==> config.mk <==
export PLATFORM = sky130hd
export DESIGN_NAME = ika9958_vram_slot_sched
export DESIGN_NICKNAME = d
export VERILOG_FILES = /design/src/rtl/ika9958_vram_slot_sched.sv
export SDC_FILE = /design/constraint.sdc
export NUM_CORES = 1
export LEC_CHECK = 0
export ABC_AREA = 1
export BUFFER_PORTS_ARGS = -buffer_cell sky130_fd_sc_hd__buf_2
export CAP_MARGIN = 20
export CORE_MARGIN = 8
export CORE_UTILIZATION = 45
export CTS_CLUSTER_SIZE = 16
export DETAILED_ROUTE_END_ITERATION = 12
export PLACE_DENSITY_LB_ADDON = 0.15
export SLEW_MARGIN = 20
export SYNTH_ARGS = -nofsm -noshare
export SYNTH_HDL_FRONTEND = slang
export SYNTH_SLANG_ARGS = --single-unit
==> constraint.sdc <==
create_clock -name phiA -period 1.8 [get_ports phiA]
set_clock_uncertainty 0.1 [all_clocks]
set_input_delay 0.36 -clock phiA [delete_from_list [all_inputs] [get_ports phiA]]
set_output_delay 0.36 -clock phiA [all_outputs]
set_load 0.02 [all_outputs]
==> src/rtl/ika9958_vram_slot_sched.sv <==
// VRAM access-slot scheduler: shares non-display 8-cycle slots between refresh, CPU and command
// engine, and sequences RAS/CAS/WE/row-col mux. Optional IKA9958_VRAM_SCHED_STATS_EN adds stat_contend.
module ika9958_vram_slot_sched #(
    parameter int unsigned REFRESH_SLOTS = 16,
    parameter int unsigned CPU_MAXBURST  = 3
) (
    input  logic        phiA,
    input  logic        RST_async,
    input  logic        phiL_NCEN,
    input  logic [7:0]  m8c,
    input  logic        disp_own,
    input  logic        cpu_req,
    input  logic        cpu_wr,
    input  logic        cmd_req,
    input  logic        cmd_wr,
    output logic [2:0]  grant,
    output logic        cpu_ack,
    output logic        cmd_ack,
    output logic        rd_stb,
    output logic        ras_n,
    output logic        cas_n,
    output logic        we_n,
    output logic        col_sel,
    output logic        proto_err,
    output logic [15:0] stat_contend
);

    localparam int unsigned TW = (REFRESH_SLOTS > 1) ? $clog2(REFRESH_SLOTS) : 1;
    localparam int unsigned SW = $clog2(CPU_MAXBURST + 1);

    typedef enum logic [1:0] {StIdle, StRow, StCol, StData} state_e;

    state_e          state_q, state_d;
    logic [TW-1:0]   timer_q, timer_d;
    logic [2:0]      debt_q, debt_d;
    logic [SW-1:0]   streak_q, streak_d;
    logic            wr_q, wr_d;
    logic [2:0]      grant_q, grant_d;
    logic            cpu_ack_q, cpu_ack_d;
    logic            cmd_ack_q, cmd_ack_d;
    logic            rd_stb_q, rd_stb_d;
    logic            ras_n_q, ras_n_d;
    logic            cas_n_q, cas_n_d;
    logic            we_n_q, we_n_d;
    logic            col_sel_q, col_sel_d;
    logic            proto_q, proto_d;

    logic            slot_start;
    logic            idle;
    logic            arb;
    logic            debt_pending;
    logic            wrap;
    logic [2:0]      win;
    logic            unused_phase;

    assign slot_start   = phiL_NCEN & m8c[0];
    assign idle         = (state_q == StIdle);
    assign arb          = slot_start & idle & ~disp_own;
    assign debt_pending = (debt_q != 3'd0);
    assign wrap         = slot_start & (timer_q == TW'(REFRESH_SLOTS - 1));
    assign unused_phase = ^{m8c[7], m8c[3], m8c[1]};

    // Refresh is never deferred by the CPU burst limit; the override only reorders CPU vs CMD.
    always_comb begin
        win = 3'b000;
        if (debt_pending) begin
            win = 3'b001;
        end else if (cpu_req && cmd_req && (streak_q == SW'(CPU_MAXBURST))) begin
            win = 3'b100;
        end else if (cpu_req) begin
            win = 3'b010;
        end else if (cmd_req) begin
            win = 3'b100;
        end
    end

    always_comb begin
        state_d   = state_q;
        timer_d   = timer_q;
        debt_d    = debt_q;
        streak_d  = streak_q;
        wr_d      = wr_q;
        grant_d   = grant_q;
        cpu_ack_d = cpu_ack_q;
        cmd_ack_d = cmd_ack_q;
        rd_stb_d  = rd_stb_q;
        ras_n_d   = ras_n_q;
        cas_n_d   = cas_n_q;
        we_n_d    = we_n_q;
        col_sel_d = col_sel_q;
        proto_d   = proto_q;

        if (phiL_NCEN) begin
            cpu_ack_d = 1'b0;
            cmd_ack_d = 1'b0;
            rd_stb_d  = 1'b0;

            if (slot_start) begin
                timer_d = wrap ? '0 : timer_q + TW'(1);
            end

            // Simultaneous increment and decrement cancel out.
            if (wrap && !(arb && win[0]) && debt_q != 3'd7) begin
                debt_d = debt_q + 3'd1;
            end else if (!wrap && arb && win[0]) begin
                debt_d = debt_q - 3'd1;
            end

            if (!cmd_req) begin
                streak_d = '0;
            end else if (arb && win[2]) begin
                streak_d = '0;
            end else if (arb && win[1]) begin
                streak_d = streak_q + SW'(1);
            end

            if (slot_start && !idle) begin
                proto_d = 1'b1;
            end

            unique case (state_q)
                StIdle: begin
                    if (arb && win != 3'b000) begin
                        state_d = StRow;
                        grant_d = win;
                        wr_d    = win[1] ? cpu_wr : (win[2] ? cmd_wr : 1'b0);
                        ras_n_d = 1'b0;
                    end
                end
                StRow: begin
                    if (m8c[2]) begin
                        state_d   = StCol;
                        col_sel_d = 1'b1;
                        cas_n_d   = grant_q[0];
                        we_n_d    = grant_q[0] | ~wr_q;
                    end
                end
                StCol: begin
                    if (m8c[4]) begin
                        state_d = StData;
                    end
                end
                StData: begin
                    if (m8c[5]) begin
                        cas_n_d  = 1'b1;
                        we_n_d   = 1'b1;
                        rd_stb_d = ~grant_q[0] & ~wr_q;
                    end
                    if (m8c[6]) begin
                        state_d   = StIdle;
                        grant_d   = 3'b000;
                        ras_n_d   = 1'b1;
                        col_sel_d = 1'b0;
                        cpu_ack_d = grant_q[1];
                        cmd_ack_d = grant_q[2];
                    end
                end
                default: state_d = StIdle;
            endcase
        end
    end

    always_ff @(posedge phiA or posedge RST_async) begin
        if (RST_async) begin
            state_q   <= StIdle;
            timer_q   <= '0;
            debt_q    <= 3'd0;
            streak_q  <= '0;
            wr_q      <= 1'b0;
            grant_q   <= 3'b000;
            cpu_ack_q <= 1'b0;
            cmd_ack_q <= 1'b0;
            rd_stb_q  <= 1'b0;
            ras_n_q   <= 1'b1;
            cas_n_q   <= 1'b1;
            we_n_q    <= 1'b1;
            col_sel_q <= 1'b0;
            proto_q   <= 1'b0;
        end else begin
            state_q   <= state_d;
            timer_q   <= timer_d;
            debt_q    <= debt_d;
            streak_q  <= streak_d;
            wr_q      <= wr_d;
            grant_q   <= grant_d;
            cpu_ack_q <= cpu_ack_d;
            cmd_ack_q <= cmd_ack_d;
            rd_stb_q  <= rd_stb_d;
            ras_n_q   <= ras_n_d;
            cas_n_q   <= cas_n_d;
            we_n_q    <= we_n_d;
            col_sel_q <= col_sel_d;
            proto_q   <= proto_d;
        end
    end

    assign grant     = grant_q;
    assign cpu_ack   = cpu_ack_q;
    assign cmd_ack   = cmd_ack_q;
    assign rd_stb    = rd_stb_q;
    assign ras_n     = ras_n_q;
    assign cas_n     = cas_n_q;
    assign we_n      = we_n_q;
    assign col_sel   = col_sel_q;
    assign proto_err = proto_q;

`ifdef IKA9958_VRAM_SCHED_STATS_EN
    logic [15:0] stat_q;
    logic        contended;

    assign contended = (debt_pending & cpu_req) | (debt_pending & cmd_req) | (cpu_req & cmd_req);

    always_ff @(posedge phiA or posedge RST_async) begin
        if (RST_async) begin
            stat_q <= 16'h0000;
        end else if (slot_start && !disp_own && contended && stat_q != 16'hFFFF) begin
            stat_q <= stat_q + 16'd1;
        end
    end

    assign stat_contend = stat_q;
`else
    assign stat_contend = 16'h0000;
`endif

endmodule

[Word level (Yosys, flattened, before mapping)]
Cells that the tools add are included.
Word-level totals
  register bits: 23
  bits of input ports: 16
  output and inout port bits: 27
  word-level logic and storage cells: 105
Cells by class
  add/subtract/negate cells: 4
  equal/unequal tests: 12
  multiplexer cells: 37
  bitwise operators: 9
  reduce and logical (&&, ||, !) cells: 29
Operators by type and width (number)
  3-bit two-way mux: 8
  1-bit two-way mux: 15
  2-bit two-way mux: 7
  4-bit AND reduction: 3
  1-bit logical AND: 11
  2-bit inequality test (second input constant): 4
  1-bit one-hot mux with 2 select lines: 4
  2-bit one-hot mux with 4 select lines: 1
  2-bit AND reduction: 4
  2-bit equality test (second input constant): 3
  3-bit one-hot mux with 2 select lines: 1
  2-bit nonzero test: 3
  3-bit nonzero test: 2
  1-bit bitwise AND: 5
  5-bit AND reduction: 1
  4-bit by 1-bit adder with 4-bit output (second input constant): 1
  4-bit equality test (second input constant): 1
  4-bit two-way mux: 1
  3-bit by 1-bit adder with 3-bit output (second input constant): 1
  1-bit zero test: 3
  3-bit by 1-bit inequality test with 1-bit output (second input constant): 1
  3-bit inequality test (second input constant): 1
  1-bit NOT: 3
  3-bit AND reduction: 1
  6 further kinds: 6

[Longest topological paths before layout]
  word-level depth: 10
  mapped depth: 12
  depth with buffers taken out: 12

[Worst setup path after synthesis]
OpenSTA, ideal clock, no wires.
  path kind: reg2reg
  from: register state_q[0]
  to: register debt_q[2]
  library setup time: 117 ps
  data arrival time: 1741 ps
  data required time: 1583 ps
  setup slack: -158 ps
  cell stages (with the launch flop): 12
  path buffers: 0
  period minus slack after synthesis: 1958 ps
  cells stage by stage: dfrtp_1 -> inv_1 -> ha_1 -> nand2_1 -> nor2_4 -> nand2_1 -> nand3_2 -> fa_1 -> inv_1 -> nand4_1 -> nand4_1 -> nand2_1
Between the ends
  cells in the longest elaborated chain, start to end: 9
Ends and longest elaborated chain
  start: declaration: line 33  | state_e state_q, state_d;
  start signal: assignment: line 165  | state_q <= StIdle;
  start signal: assignment: line 180  | state_q <= state_d;
  2-bit zero test *: line 57  | assign idle = (state_q == StIdle);
  1-bit bitwise AND * (2 in series): line 58  | assign arb = slot_start & idle & ~disp_own;
  1-bit logical AND: line 103  | if (wrap && !(arb && win[0]) && debt_q != 3'd7) begin
  1-bit zero test: line 103
  1-bit logical AND (2 in series): line 103
  2-bit nonzero test (no line)
  2-bit AND reduction (no line)
  end signal: assignment: line 182  | debt_q <= debt_d;
  end: declaration: line 35  | logic [2:0] debt_q, debt_d;
Every way passes the cells marked *; elsewhere a longest branch is shown, timed or not.
A chain may end at the register's enable or synchronous reset.

[Final worst setup path]
Same ends and word-level chain as after synthesis.

==> run metrics <==
Max Freq=0.561 GHz; setup slack of the worst register-to-register path=about 0.019 ns; leading cell types by count after synthesis=35 x sky130_fd_sc_hd__nand2_1, 20 x sky130_fd_sc_hd__dfrtp_1, 18 x sky130_fd_sc_hd__inv_1, 16 x sky130_fd_sc_hd__buf_4, 11 x sky130_fd_sc_hd__nor2_1; Avg Synthesized Cell Area=8.43 µm²; sequential fraction of design power=39.8%; share of total power in the clock network=11.0%; Overall Power=2.22 mW; maximum number of pins on one net before global-route repair=24; final non-filler cell total=237; Max H-tree Level=1; n_diodes=0; critical path capture point type=flip-flop; final weighted congestion of routability-driven global placement=0.821; fraction of the cycle the final worst path needs=between 90 and 100%; number of core rows=20; Critical Path RT=1.93 ns; asr flop ratio synth=between 90% and 100%; count of final max-slew check failures=0; RSZ-0062 raised after global routing=true; count of buffering cells on the critical path with inverters included=2; number of CTS-inserted buffers=3; max incr delay on CP=about 0.39 ns; standby leakage power=0.852 nW; critical path class=reg2reg; portion of the post-synthesis area used by sequential elements=roughly 43%; most utilized layer in the global route result=met2; global-route total usage across every layer=12.3%; CP cell instances=inv_2, ha_4, nand2_4, nor2_4, nand2_2, nand3_2, fa_2, inv_2, nand4_1, nand4_1, nand2_1; number of distinct library cells after synthesis=28; maximum fanout along the worst path=3; initial detailed-routing violation count=32; met2 Usage GRT=23.1%; slack of the critical path=0.0186 ns; area growth from synthesis to layout=23.3%; chip height=70.9 µm; summed instance area of the synthesized netlist=0.00136 mm²; Sink Count=23; clock tree from TritonCTS=done; boundary pin count=43; global-route wire length before repair=5140 µm; post-detailed-route via-to-cell ratio=4.87; Pint=1.27 mW; clock-pin slew reported for the worst setup and hold paths after clock tree synthesis=0.14 ns; Synth top area share=36.9%; root buf cell=sky130_fd_sc_hd__clkbuf_4; post-synthesis register bit count=23; cell class contributing the biggest share of worst-path delay=adder cells; most common flop cell mapped by yosys=sky130_fd_sc_hd__dfrtp_1; overall via count from detail_route=around 1200; Yosys top cell by area=sky130_fd_sc_hd__dfrtp_1; share of post-route cells with drive strength above 1=31.9%; met3 usage=3.53%; slowest stage cell on the critical path=sky130_fd_sc_hd__dfrtp_1; final hold violation count=0; count of placed standard cells including taps=229; routed wire length per instance=12.6 µm; final design utilization=56.7%; DRC Markers=0; worst slack at placement=0.00329 ns; Initial Utilization=46.0%; global-route met1 utilization=about an eighth; DRT Pass-1 Iters=4; data arrival time of the worst path=1.91 ns; PortBufs=23; number of cells produced by synthesis=161; Post-layout nets=229; HPWL after DPL=roughly 2300 µm; number of endpoints failing setup at the final stage=0; floorplan die width=70.9 µm; EDFF count, synth=0; CP startpoint kind=flip-flop; Switching Power=around 950 µW; relative contribution of combinational cells to total power=49.2%; Detailed Route WL=2980 µm; clock latency on the worst-skew pair=0.32 ns; worst supply voltage drop on vdd=0.560 mV; warning count from the yosys run=0; dominant cell by count in the synthesized netlist=sky130_fd_sc_hd__nand2_1; dominant cells by area after synthesis=sky130_fd_sc_hd__dfrtp_1 37%, sky130_fd_sc_hd__nand2_1 9.7%, sky130_fd_sc_hd__buf_4 8.8%; grt total ovfl=0; area inside the core boundary=0.00295 mm²; maximum root-to-sink buffer count=2; number of global-route vias before repair=1211; minimum period implied by the final worst setup slack=1.78 ns; number of antenna violations at the first check in global routing=0; number of max-capacitance violations reported=0; Die Area=0.00503 mm²; worst min-delay path category=in2reg; number of filler instances in the final layout=280; number of routed nets with antenna violations=0; outcome=finished, final reports clean; power per unit of standard cell area=between 1000 and 1500 mW/mm²; Switching Share=42.7%
## cell usage in the layout, fill, tap and decap left out, types with 2 or more instances in the layout
cell type                   n
sky130_fd_sc_hd__ha_4       2
sky130_fd_sc_hd__conb_1    16
sky130_fd_sc_hd__buf_4     16
sky130_fd_sc_hd__nand2_1   33
sky130_fd_sc_hd__inv_1     15
sky130_fd_sc_hd__nor2_1    10
sky130_fd_sc_hd__clkbuf_4   3
sky130_fd_sc_hd__inv_2      3
sky130_fd_sc_hd__a21oi_1    6
sky130_fd_sc_hd__nor2_4     2
sky130_fd_sc_hd__nand3_1    7
sky130_fd_sc_hd__dfrtp_1   20
sky130_fd_sc_hd__xor2_1     2
sky130_fd_sc_hd__o21ai_1    8
sky130_fd_sc_hd__buf_2     23
sky130_fd_sc_hd__ha_1       5
sky130_fd_sc_hd__dfstp_2    3
sky130_fd_sc_hd__o21ai_0    6
sky130_fd_sc_hd__nand2_2    4
sky130_fd_sc_hd__nand4_1    3
## sequential cells by signal (all words and copies together), names as in the netlist, 2 cells and up
name and count:
timer_q 4, debt_q 3, streak_q 2, state_q 2
grant 3
## stage by stage
stage / area [µm²] / setup TNS, ns / hold slack (ns)
finish: 1670 / 0 / 0.178
global route: 1670 / -0.108 / 0.183
CTS: 1610 / 0 / 0.171
detailed placement: 1570 / 0 / 0.320
global placement: 1570 / 0 / 0.316
floorplan: 1430 / 0 / 0.260
## layout make-up
class	count	area (µm²)	area share, %
Timing Repair Buffer	40	245	14.6
Multi-Input combinational cell	119	713	42.6
Clock buffer	3	22.5	1.35
Sequential cell	23	579	34.6
Clock inverter	1	5.00	0.299
Inverter	18	67.6	4.04
Tap cell	33	41.3	2.47
## logic make-up (layout without fill, tap and decap cells)
| group | count (synthesis) | count (layout) | share of synthesized area, % |
|---|---|---|---|
| AND/OR/NAND/NOR | 65 | 65 | 21.6 |
| other | 1 | 16 | 0.276 |
| adder cells (fa/ha/maj) | 8 | 8 | 7.93 |
| XOR/XNOR | 2 | 2 | 1.29 |
| flip-flops | 23 | 23 | 42.7 |
| AO/OA/AOI/OAI | 28 | 28 | 12.4 |
| buffers and inverters | 34 | 62 | 13.8 |
## worst min-delay path, cell delays in order
cell	delay, ns
sky130_fd_sc_hd__buf_2	0.10
sky130_fd_sc_hd__nand2_1	0.05
sky130_fd_sc_hd__a31oi_1	0.06
## worst paths after layout
| path | start | end | cells after the start |
|---|---|---|---|
| max in group asynchronous | RST_async | cas_n | 4 |
| min in group asynchronous | RST_async | debt_q[1] | 4 |
| max reg2reg | state_q[0] | debt_q[2] | 11 |
| min | cpu_wr | wr_q | 3 |
| min reg2reg | ras_n | ras_n | 2 |
| max | state_q[0] | debt_q[2] | 11 |
## per-layer routing
| layer | share of wire (%) | up-vias |
|---|---|---|
| li1 | - | 577 |
| met1 | 40 | 546 |
| met2 | 54 | 32 |
| met3 | 5.8 | 0 |
| met4 | 0 | 0 |
| met5 | 0 | - |
## timing repair
item,CTS,global route
pin swaps,0,11
setup buffers,0,3
endpoints found under the setup margin,1,8
hold endpoints to repair,20,0
hold buffers,1,0
gates resized for setup,1,12
## power groups by stage
stage,registers [mW],clock network (mW),logic [mW]
after detailed placement,0.876,0,1.01
final,0.883,0.245,1.09
after global routing,0.911,0.274,1.25
after global placement,0.866,0,0.975
after CTS,0.866,0.257,1.02
after floorplan,0.954,0,0.604
No activity file was read; power rests on OpenSTA's default activity.
